`config.mk`:
```
export PLATFORM = sky130hd
export DESIGN_NAME = spi_slave_if
export DESIGN_NICKNAME = d
export VERILOG_FILES = /design/src/rtl/spi_pkg.sv /design/src/rtl/spi_shift_reg.sv /design/src/rtl/spi_slave_if.sv
export SDC_FILE = /design/constraint.sdc
export NUM_CORES = 1
export LEC_CHECK = 0
export ABC_AREA = 1
export CAP_MARGIN = 10
export CORE_MARGIN = 3
export CORE_UTILIZATION = 35
export CTS_BUF_LIST = sky130_fd_sc_hd__clkbuf_2 sky130_fd_sc_hd__clkbuf_4 sky130_fd_sc_hd__clkbuf_8
export DETAILED_ROUTE_END_ITERATION = 12
export PLACE_DENSITY = 0.65
export SLEW_MARGIN = 20
export SYNTH_ARGS = -nofsm -noshare
export SYNTH_HDL_FRONTEND = slang
export SYNTH_SLANG_ARGS = --single-unit
export TNS_END_PERCENT = 50
```
`constraint.sdc`:
```
create_clock -name clk_spi -period 3 [get_ports clk_spi]
set_input_delay 0.3 -clock clk_spi [delete_from_list [all_inputs] [get_ports clk_spi]]
set_output_delay 0.3 -clock clk_spi [all_outputs]
set_load 0.1 [all_outputs]
```
`src/rtl/spi_pkg.sv`:
```
// spi_pkg: state encoding, command codes, frame length and command check shared by spi_slave_if
package spi_pkg;
    typedef enum logic [2:0] {IDLE, CHK_CMD, WRITE, READ_ADD, READ_DATA} state_t;
    localparam logic [1:0] CMD_WR_ADDR = 2'b00;
    localparam logic [1:0] CMD_WR_DATA = 2'b01;
    localparam logic [1:0] CMD_RD_ADDR = 2'b10;
    localparam logic [1:0] CMD_RD_DATA = 2'b11;
    localparam int RX_BITS = 10;
    function automatic logic cmd_ok(input state_t s, input logic [1:0] c);
        return s == WRITE ? (c == CMD_WR_ADDR || c == CMD_WR_DATA) :
               s == READ_ADD ? c == CMD_RD_ADDR : s == READ_DATA && c == CMD_RD_DATA;
    endfunction
endpackage

```
`src/rtl/spi_shift_reg.sv`:
```
// spi_shift_reg: serial-in/parallel-out and parallel-load/serial-out register with bit counter and done flag
module spi_shift_reg #(
    parameter int W = 8
) (
    input  logic         clk,
    input  logic         rst,
    input  logic         i_clr,
    input  logic         i_load,
    input  logic [W-1:0] i_pdata,
    input  logic         i_shift,
    input  logic         i_sin,
    output logic [W-1:0] o_pnext,
    output logic         o_sout,
    output logic         o_done
);
    localparam int CW = $clog2(W);
    logic [W-1:0]  r_sh;
    logic [CW-1:0] r_cnt;
    assign o_pnext = {r_sh[W-2:0], i_sin};
    assign o_sout  = r_sh[W-1];
    assign o_done  = i_shift && r_cnt == CW'(W - 1);
    always_ff @(posedge clk) begin
        if (rst || i_clr) begin
            r_sh  <= '0;
            r_cnt <= '0;
        end else if (i_load) begin
            r_sh  <= i_pdata;
            r_cnt <= '0;
        end else if (i_shift) begin
            r_sh  <= o_pnext;
            r_cnt <= r_cnt + CW'(1);
        end
    end
endmodule

```
`src/rtl/spi_slave_if.sv`:
```
// spi_slave_if: SPI slave front end for syn_ram; defining SPI_CMD_CHECK_EN adds command checking and cmd_err
module spi_slave_if
    import spi_pkg::*;
#(
    parameter int ADD_SIZE = RX_BITS - 2
) (
    input  logic                clk_spi,
    input  logic                rst_spi,
    input  logic                SS_n,
    input  logic                MOSI,
    output logic                MISO,
    output logic [ADD_SIZE+1:0] rx_data,
    output logic                rx_valid,
    input  logic [ADD_SIZE-1:0] tx_data,
    input  logic                tx_valid
`ifdef SPI_CMD_CHECK_EN
    ,
    output logic                cmd_err
`endif
);
    state_t              r_state, w_next;
    logic                r_rd_seen, r_rx_done, r_waiting, r_tx_busy, r_miso, r_rx_valid;
    logic [1:0]          r_wait;
    logic [ADD_SIZE+1:0] r_rx_data, w_rx_next;
    logic [ADD_SIZE-1:0] w_tx_pnext;
    logic                w_rx_shift, w_rx_done, w_ok, w_cap, w_tx_shift, w_tx_sout, w_tx_done, w_rx_sout;
    logic                w_unused;
    assign MISO     = r_miso;
    assign rx_data  = r_rx_data;
    assign rx_valid = r_rx_valid;
    assign w_unused = ^{w_rx_sout, w_tx_pnext};
`ifdef SPI_CMD_CHECK_EN
    logic r_cmd_err;
    assign w_ok    = cmd_ok(r_state, w_rx_next[ADD_SIZE+1:ADD_SIZE]);
    assign cmd_err = r_cmd_err;
    always_ff @(posedge clk_spi) r_cmd_err <= !rst_spi && (r_cmd_err || (w_rx_done && !w_ok));
`else
    assign w_ok = 1'b1;
`endif
    always_ff @(posedge clk_spi) r_state <= rst_spi ? IDLE : w_next;
    always_comb begin
        w_next = SS_n ? IDLE :
                 r_state == IDLE ? CHK_CMD :
                 r_state == CHK_CMD ? (MOSI ? (r_rd_seen ? READ_DATA : READ_ADD) : WRITE) : r_state;
    end
    // a read-data capture is only allowed once two cycles have passed since the strobe
    always_comb begin
        w_rx_shift = !SS_n && !r_rx_done && r_state inside {WRITE, READ_ADD, READ_DATA};
        w_cap      = !SS_n && r_waiting && r_wait == 2'd2 && tx_valid;
        w_tx_shift = !SS_n && r_tx_busy;
    end
    spi_shift_reg #(.W(ADD_SIZE + 2)) u_rx (
        .clk(clk_spi), .rst(rst_spi), .i_clr(SS_n), .i_load(1'b0), .i_pdata('0),
        .i_shift(w_rx_shift), .i_sin(MOSI), .o_pnext(w_rx_next), .o_sout(w_rx_sout), .o_done(w_rx_done)
    );
    spi_shift_reg #(.W(ADD_SIZE)) u_tx (
        .clk(clk_spi), .rst(rst_spi), .i_clr(SS_n), .i_load(w_cap), .i_pdata(tx_data),
        .i_shift(w_tx_shift), .i_sin(1'b0), .o_pnext(w_tx_pnext), .o_sout(w_tx_sout), .o_done(w_tx_done)
    );
    always_ff @(posedge clk_spi) begin
        if (rst_spi) begin
            r_rx_data  <= '0;
            r_rx_valid <= 1'b0;
            r_rd_seen  <= 1'b0;
            r_rx_done  <= 1'b0;
            r_waiting  <= 1'b0;
            r_wait     <= 2'd0;
            r_tx_busy  <= 1'b0;
            r_miso     <= 1'b0;
        end else begin
            r_rx_valid <= w_rx_done && w_ok;
            if (w_rx_done && w_ok) r_rx_data <= w_rx_next;
            if (SS_n) begin
                r_rx_done <= 1'b0;
                r_waiting <= 1'b0;
                r_tx_busy <= 1'b0;
            end else begin
                if (w_rx_done) r_rx_done <= 1'b1;
                if (w_rx_done && w_ok && r_state == READ_DATA) begin
                    r_waiting <= 1'b1;
                    r_wait    <= 2'd0;
                end else if (w_cap) begin
                    r_waiting <= 1'b0;
                    r_tx_busy <= 1'b1;
                end else if (r_waiting && r_wait != 2'd2) begin
                    r_wait <= r_wait + 2'd1;
                end
                if (w_tx_done) r_tx_busy <= 1'b0;
            end
            r_miso <= w_tx_shift ? w_tx_sout : 1'b0;
            if (w_rx_done && w_ok && r_state == READ_ADD) r_rd_seen <= 1'b1;
            else if (w_tx_done) r_rd_seen <= 1'b0;
        end
    end
endmodule

```
==> results.md, run 1 <==
* Clk_lat worst skew at 0.30 ns
* PD cells at 464.2 nW/µm²
* Antenna cell count at 0
* Slew of the pin with the lowest slew margin at 0.9701 ns
* Crit. End Element: output pin
* CTS sink cnt at 45
* CP Class: flop to output pin
* Unrepaired setup endpoints after global routing: false
* Worst min path class: flop to flop
* Status: complete, no violations
* Dpl cell area at 2111 µm²
* CP Max Fanout at 2
* Main area contributors after synthesis: dfxtp_1 (49%), a21oi_1 (8.2%), nand2_1 (7.4%)
* Placed insts at 319
* Routability cong. at 0.8054
* Number of global-route vias before repair at 1412
* Leak pwr at 0.0008894 µW
* Final Critical Period at 2.072 ns
* Detailed Place HPWL at 2.576 mm
* Die area at 6134 µm²
* Post-DR wirelength/cell at 11.19 µm
* Synth Area in Simple Gates at 20.85%
* Largest area contributor in the netlist: dfxtp_1
* Synth Net Count at 251
* Largest net degree at the start of global routing at 23
* Number of CTS-inserted buffers at 5
* Count leader, synth: dfxtp_1
* Setup ws final at 0.9284 ns
* Starting density of the core at 37.51%
* Core area at 4880 µm²
* Asr flop ratio synth at 0%
* Post-route DRC at 0
* CP delay by family, top: buffers and inverters
* Worst path required time at 2.70 ns
* Post-synthesis mux area share at 0%
* Max cap viols at 0
* First-pass DRT Iterations at 4
* First-pass GRT wire length at 6.251 mm
* # setup viols final at 0
* Reg clk slew, reported paths at 0.09 ns
* Synth top cells by count: dfxtp_1 (45), nand2_1 (36), a21oi_1 (30), nor2_1 (26), o21ai_0 (24)
* Die H at 78.32 µm
* Remaining antenna violation count at 0
* Synth warn at 0
* Post-synthesis adder-cell area fraction at 3.418%
* IO Port Bufs at 24
* Largest family of logic cells by synthesized area: simple AND/OR/NAND/NOR gates
* Critical Path AT at 1.77 ns
* Synth Area in XOR/XNOR at 0.9569%
* Crit start category: flop
* Vias at 1551
* Layout cells sized above 1 at 10.77%
* Buf/Inv on CP at 1
* Initial antenna violation count at 0
* Critical path startpoint: rx_data[8]
* CTS Buffer Depth at 2
* H-tree Lvls at 2
* Avg Synthesized Cell Area at 7.856 µm²
* Total wire length at 3.660 mm
* Die X at 78.32 µm
* Gr ovfl total at 0
* Worst-path cell chain: clkdlybuf4s50_1
* Worst clock skew at 0.006345 ns
* Root Buffer: clkbuf_8
* Ports at 25
* Crit share post-route at 69.05%
* Synthesized flop and latch total at 45
* Vias per std cell at 4.743
* Max Freq at 482.7 MHz
* Synth unique cells at 25
* Synth-to-layout area growth at 20.30%
* Fin util at 45.13%
* Ys flop type: dfxtp_1
* Peak supply drop at 159.2 µV
* Total GRT Usage at 12.74%
* Final instance area at 2202 µm²
* Max_slew headroom at 35.12%
* Fin. Hold Viols at 0
* Cell Area, Synth at 1831 µm²
* Max stage delay on crit path at 1.13 ns
* Pre-CTS setup slack at 1.075 ns
* RR Startpoint: r_wait[0]
* Slowest stage cell, crit path: clkdlybuf4s50_1
* Min-delay src: u_tx.r_sh[7]
* PostCTS Resize Cnt at 0
* Layout Nets at 277
* Cell row count at 25
* Hold buffer count at CTS at 0
* Synth Area in Compound Gates at 17.50%
* Post-synth EDFFs at 0
* Slew Viols, Final at 0
* Cells after synthesis at 233
* Final std cells w/o fill at 327
* CTS tree: done
* Sequential cell area fraction in the yosys report at 49.21%
* Yosys top cell area share at 49.21%
* DRT iter0 DRCs at 56
* R2R setup slack at 1.38 ns
* Post-CTS setup buffers at 0
* Fin Setup TNS at 0 ns
## cells by family after synthesis
kind of cell    count (synthesis)
fa+ha+maj                       5
simple gates                   85
buf+inv                        35
compound gates                 61
xor+xnor                        2
flops                          45
## area by class of cell
type,count,area (µm²)
fill,511,2678
tap,67,83.83
clock inverter,2,15.01
clock buffer,6,76.32
sequential,45,900.9
inverter,29,113.9
timing repair buffer,25,230.2
multi-input combinational,153,782.0
## layout by cell type (no fill, tap or decap), drive strengths merged
cell type	n
a211oi	1
o21ai	28
xor2	2
o21a	1
inv	27
nand3	14
nand4	3
a31oi	1
nor2	27
clkinvlp	2
clkdlybuf4s50	17
dfxtp	45
ha	5
buf	8
a21oi	30
nand2	40
nor3	1
clkinv	2
clkbuf	6
## path summary, 6_finish.rpt
kind / cells past startpoint / endpoint
worst max-delay path: 1 / rx_data[8]
worst min-delay path: 2 / MISO
worst max register to register: 6 / u_tx.r_sh[6]
worst min register to register: 2 / MISO
## through the flow
step	hold WS [ns]	total power (µW)
after floorplan	0.3691	632.9
after global placement	0.4328	656.7
after detailed placement	0.4339	656.4
after CTS	0.4457	1039
after global routing	0.4711	1061
final	0.4421	1022
## where the power goes
group / switching [µW] / total, µW / internal, µW
registers: 1.18 / 599 / 598
logic: 22.9 / 42.9 / 20.0
clock network: 207 / 380 / 173
total: 231 / 1020 / 791
## metal layers
metal / track usage, % / vias to the layer above / wire (µm)
met5: 0 / - / 0
met4: 4.720 / 0 / 31
met3: 4.014 / 4 / 157
met2: 21.40 / 21 / 1715
met1: 15.24 / 712 / 1756
li1: - / 814 / -
## registers in the layout, indices dropped and copies added, names as in the netlist, 2 cells and up
name / cells
u_rx.r_cnt: 4
r_wait: 2
rx_data: 10
u_tx.r_cnt: 3
u_tx.r_sh: 8
r_state: 3
u_rx.r_sh: 9
Note: power is estimated with default switching activity, not from simulation.
==> run 2, diff against run 1 <==
- PLACE_DENSITY: 0.65 -> 0.67
- clock period: 3 -> 1.7 ns (I/O delays scaled with it)
==> run 2 against run 1 <==
  * Sequential share of layout area down 0.51 points
  * Sequential power up 77%
  * Wire length up 3.7%
  * Non-clock buffer count up 4
  * Cell count up 1.2%
  * Hold slack worse by 0.010 ns
  * Register-to-register slack worse by 1.2 ns
  * Via count up 1.4%
  * Flip-flop and latch count unchanged
  * Clock skew up 0.0021 ns
==> results.md, run 2 (same netlist as run 1, synthesis figures left out) <==
* Antenna cell count at 0
* Starting density of the core at 37.51%
* Vias at 1572
* Ports at 25
* Slew of the pin with the lowest slew margin at 0.4885 ns
* Root Buffer: clkbuf_8
* First-pass DRT Iterations at 4
* CP most frequent cell: nor2_1
* Multi-input gate area at 782.0 µm²
* Post-CTS setup buffers at 0
* Post-route DRC at 0
* Total GRT Usage at 13.16%
* Buf/Inv on CP at 2
* Number of global-route vias before repair at 1453
* Largest net degree at the start of global routing at 18
* Hold buffer count at CTS at 0
* Vias per std cell at 4.749
* Max stage delay on crit path at 0.42 ns
* Worst path required time at 1.90 ns
* Synth-to-layout area growth at 21.80%
* Peak supply drop at 528.7 µV
* Total wire length at 3.796 mm
* Slowest stage cell, crit path: dfxtp_1
* # setup viols final at 0
* Worst-path cell chain: ha_1 -> nand2_1 -> nor2_1 -> inv_1 -> nor2_8 -> inv_2 -> nor2_1 -> nor2_1
* Cell row count at 25
* PD cells at 829.5 nW/µm²
* Most common cell after layout, fill and taps aside: dfxtp_1
* Detailed Place HPWL at 2.695 mm
* Max reg flops at 10
* Die area at 6134 µm²
* Status: complete, no violations
* Hold path cells at 3
* Remaining antenna violation count at 0
* Reg clk slew, reported paths at 0.08 ns
* Unrepaired setup endpoints after global routing: false
* Layout Nets at 281
* FF-to-FF path depth at 8
* Post-DR wirelength/cell at 11.47 µm
* CTS tree: done
* # fillers at 518
* PostCTS Resize Cnt at 0
* Met3 usage at 4.358%
* IO Port Bufs at 24
* CP delay by family, top: simple AND/OR/NAND/NOR gates
* First-pass GRT wire length at 6.430 mm
* Slew Viols, Final at 0
* Worst min path class: input port to flop
* H-tree Lvls at 2
* Max Freq at 664.2 MHz
* Core area at 4880 µm²
* Cell depth of the worst setup path at 8
* Final Critical Period at 1.506 ns
* Fin Setup TNS at 0 ns
* Die H at 78.32 µm
* Gr ovfl total at 0
* Die X at 78.32 µm
* Crit start category: flop
* Crit. End Element: flop
* Number of CTS-inserted buffers at 5
* Clk_lat worst skew at 0.30 ns
* Worst clock skew at 0.008495 ns
* CTS Buffer Depth at 2
* CP Class: flop to flop
* Met1 Use GR at 15.54%
* Initial antenna violation count at 0
* Layout cells sized above 1 at 14.02%
* Fin. Hold Viols at 0
* Critical Path AT at 1.70 ns
* Max cap viols at 0
* Leak pwr at 0.0009307 µW
* M2 GR Usage at 22.77%
* Top Usage Layer GRT: met2
* CTS sink cnt at 45
* DRT iter0 DRCs at 39
* Crit share post-route at 88.56%
* Routability cong. at 0.8207
* Sequential cell area at 900.9 µm²
* Max_slew headroom at 67.40%
* CP Max Fanout at 9
* Most used cells in the layout excluding fill and tap cells: dfxtp_1 (45), nand2_1 (36), a21oi_1 (30)
* Fin util at 45.69%
-- run 2: cell types whose count changed in the layout (fill, tap and decap cells not counted) --
cell | previous run | this run
clkdlybuf4s50_1 | 17 | 12
clkinvlp_4 | 2 | 0
clkbuf_8 | 5 | 7
buf_4 | 8 | 17
clkinv_2 | 0 | 1
clkbuf_4 | 1 | 0
-- run 2: where the power goes --
part           total, µW  switching (µW)  internal, µW  leakage (µW)
logic               76.6            39.7          36.8      0.000514
registers           1060            1.99          1060      0.000363
clock network        716             348           367     0.0000542
total               1850             390          1460      0.000931
-- run 2: final cells by class --
type / instances / share of cell area [%]
flip-flops and latches: 45 / 40.40
repair buffers: 29 / 11.11
clock buffers: 7 / 4.321
inverters: 29 / 5.107
well taps: 67 / 3.760
multi-input cells: 153 / 35.07
clock inverters: 1 / 0.2245
-- run 2: final timing paths --
kind,start,end,slack [ns]
hold reg to reg,u_tx.r_sh[7],MISO,0.44
hold / removal,tx_data[0],u_tx.r_sh[0],0.43
setup reg to reg,u_rx.r_cnt[0],rx_data[9],0.19
setup / recovery,u_rx.r_cnt[0],rx_data[9],0.19
-- run 2: worst min-delay path: stages --
cell,delay (ns)
clkdlybuf4s50_1,0.40
nand2_1,0.06
a21oi_1,0.06
-- run 2: stage by stage --
| step | cell area, µm² | power, µW | hold slack [ns] | setup slack, ns | instances |
|---|---|---|---|---|---|
| floorplan | 1831 | 1117 | 0.2391 | 0.3844 | 233 |
| global placement | 2128 | 1158 | 0.4298 | 0.1281 | 323 |
| detailed placement | 2128 | 1158 | 0.4281 | 0.08960 | 323 |
| CTS | 2230 | 1869 | 0.4295 | 0.2110 | 331 |
| global route | 2230 | 1924 | 0.4479 | 0.07063 | 331 |
| finish | 2230 | 1849 | 0.4321 | 0.1944 | 331 |
-- run 2: per-layer routing --
layer | wire length (µm) | part of all wire (%) | vias to the layer above
met2 | 1850 | 49 | 21
met1 | 1782 | 47 | 729
met4 | 36 | 0.95 | 0
li1 | - | - | 817
met3 | 126 | 3.3 | 5
met5 | 0 | 0 | -
==> run 3, diff against run 2 <==
- CORE_UTILIZATION: 35 -> 39
- CTS_CLUSTER_DIAMETER: unset -> 40
- PLACE_DENSITY: 0.67 -> 0.72
- RECOVER_POWER: unset -> 50
==> run 3 against run 2 <==
  * Clock power up 17%
  * Global-route usage grew 1.2 points
  * Die area fell by 9.5%
  * Setup slack gained 0.068 ns
  * Critical path depth unchanged
  * Flip-flop and latch count did not move
  * Wire length shrank 4.2%
  * Maximum frequency increased by 4.7%
  * Register-to-register slack better by 0.07 ns
  * Non-clock buffer count is 1 lower
  * Largest power group unchanged
==> results.md, run 3 (same netlist as run 1, synthesis figures left out) <==
* Detailed Place HPWL at 2.594 mm
* Synth-to-layout area growth at 19.21%
* H-tree Lvls at 2
* Die H at 74.51 µm
* PD cells at 900.9 nW/µm²
* First-pass DRT Iterations at 4
* DRT iter0 DRCs at 97
* Starting density of the core at 41.19%
* Status: complete, no violations
* CP Class: flop to flop
* Max reg flops at 10
* Slew of the pin with the lowest slew margin at 0.5614 ns
* Total GRT Usage at 14.37%
* PostCTS Resize Cnt at 0
* Number of global-route vias before repair at 1439
* Layout cells sized above 1 at 13.31%
* Crit share post-route at 84.55%
* Cell row count at 24
* Post-DR wirelength/cell at 11.54 µm
* IO Port Bufs at 24
* Initial antenna violation count at 0
* CTS tree: done
* Max_slew headroom at 62.73%
* Number of CTS-inserted buffers at 5
* Slew Viols, Final at 0
* Critical Path AT at 1.63 ns
* CP Max Fanout at 5
* Total wire length at 3.636 mm
* Root Buffer: clkbuf_8
* Gr ovfl total at 0
* Post-CTS setup buffers at 0
* First-pass GRT wire length at 6.141 mm
* Fin util at 49.10%
* Die area at 5552 µm²
* Final Critical Period at 1.437 ns
* Core area at 4444 µm²
* Worst min path class: flop to flop
* Hold buffer count at CTS at 0
* Reg clk slew, reported paths at 0.08 ns
* Leak pwr at 0.0009152 µW
* Vias at 1531
* Largest net degree at the start of global routing at 22
* Max Freq at 695.7 MHz
* Antenna cell count at 0
* Ports at 25
* # setup viols final at 0
* Layout Nets at 280
* Post-route DRC at 0
* Remaining antenna violation count at 0
* CTS Buffer Depth at 2
* Peak supply drop at 510.2 µV
* Fin Setup TNS at 0 ns
* Most common cell after layout, fill and taps aside: dfxtp_1
* Crit start category: flop
* Final hold slack at 0.4487 ns
* Routability cong. at 0.8415
* Clk_lat worst skew at 0.29 ns
* Vias per std cell at 4.860
* Worst path required time at 1.90 ns
* CTS sink cnt at 45
* Most used cells in the layout excluding fill and tap cells: dfxtp_1 (45), nand2_1 (37), a21oi_1 (30)
* Unrepaired setup endpoints after global routing: false
* Max cap viols at 0
* Fin. Hold Viols at 0
* Worst clock skew at 0.009560 ns
* Die X at 74.51 µm
* Crit. End Element: flop
-- run 3: per-stage QoR --
stage	power, µW	instance area, µm²	worst slack (ns)	cells
6_report	1966	2182	0.2626	315
5_1_grt	2044	2182	0.08808	315
4_1_cts	1993	2222	0.2545	315
3_5_place_dp	1157	2102	0.09084	307
3_3_place_gp	1156	2102	0.1280	307
2_1_floorplan	1117	1831	0.3844	233
-- run 3: power breakdown --
part,total (µW),switching (µW),leakage [µW],internal [µW]
Sequential,1060,2.21,0.000363,1060
Clock,836,341,0.0000619,495
Combinational,72.6,38.8,0.000491,33.9
Total,1970,382,0.000915,1580
-- run 3: final timing paths --
kind,startpoint,to,slack (ns),cells past startpoint
hold reg to reg,u_tx.r_sh[7],MISO,0.45,2
hold / removal,u_tx.r_sh[7],MISO,0.45,2
setup reg to reg,u_rx.r_cnt[0],r_wait[1],0.26,8
setup / recovery,u_rx.r_cnt[0],r_wait[1],0.26,8
-- run 3: cell type report --
| type | instances | area [µm²] |
|---|---|---|
| Inverter | 29 | 113.9 |
| Timing Repair Buffer | 28 | 207.7 |
| Tap cell | 52 | 65.06 |
| Clock buffer | 7 | 90.09 |
| Multi-Input combinational cell | 153 | 774.5 |
| Clock inverter | 1 | 30.03 |
| Fill cell | 455 | 2262 |
| Sequential cell | 45 | 900.9 |
-- run 3: layer usage --
layer / track usage (%) / up-vias / share of wire, %
met5: 0 / - / 0
met4: 5.929 / 0 / 1.9
met3: 3.784 / 8 / 3.3
met2: 25.17 / 19 / 49
met1: 16.51 / 687 / 46
li1: - / 817 / -
-- run 3: worst max-delay path, stage by stage, from the launching register on --
cell,delay [ns]
dfxtp_1,0.40
ha_1,0.16
nand2_1,0.05
nor2_1,0.15
nand4_1,0.25
nand2_2,0.15
nand3_1,0.07
nand2_1,0.06
nor2_1,0.04
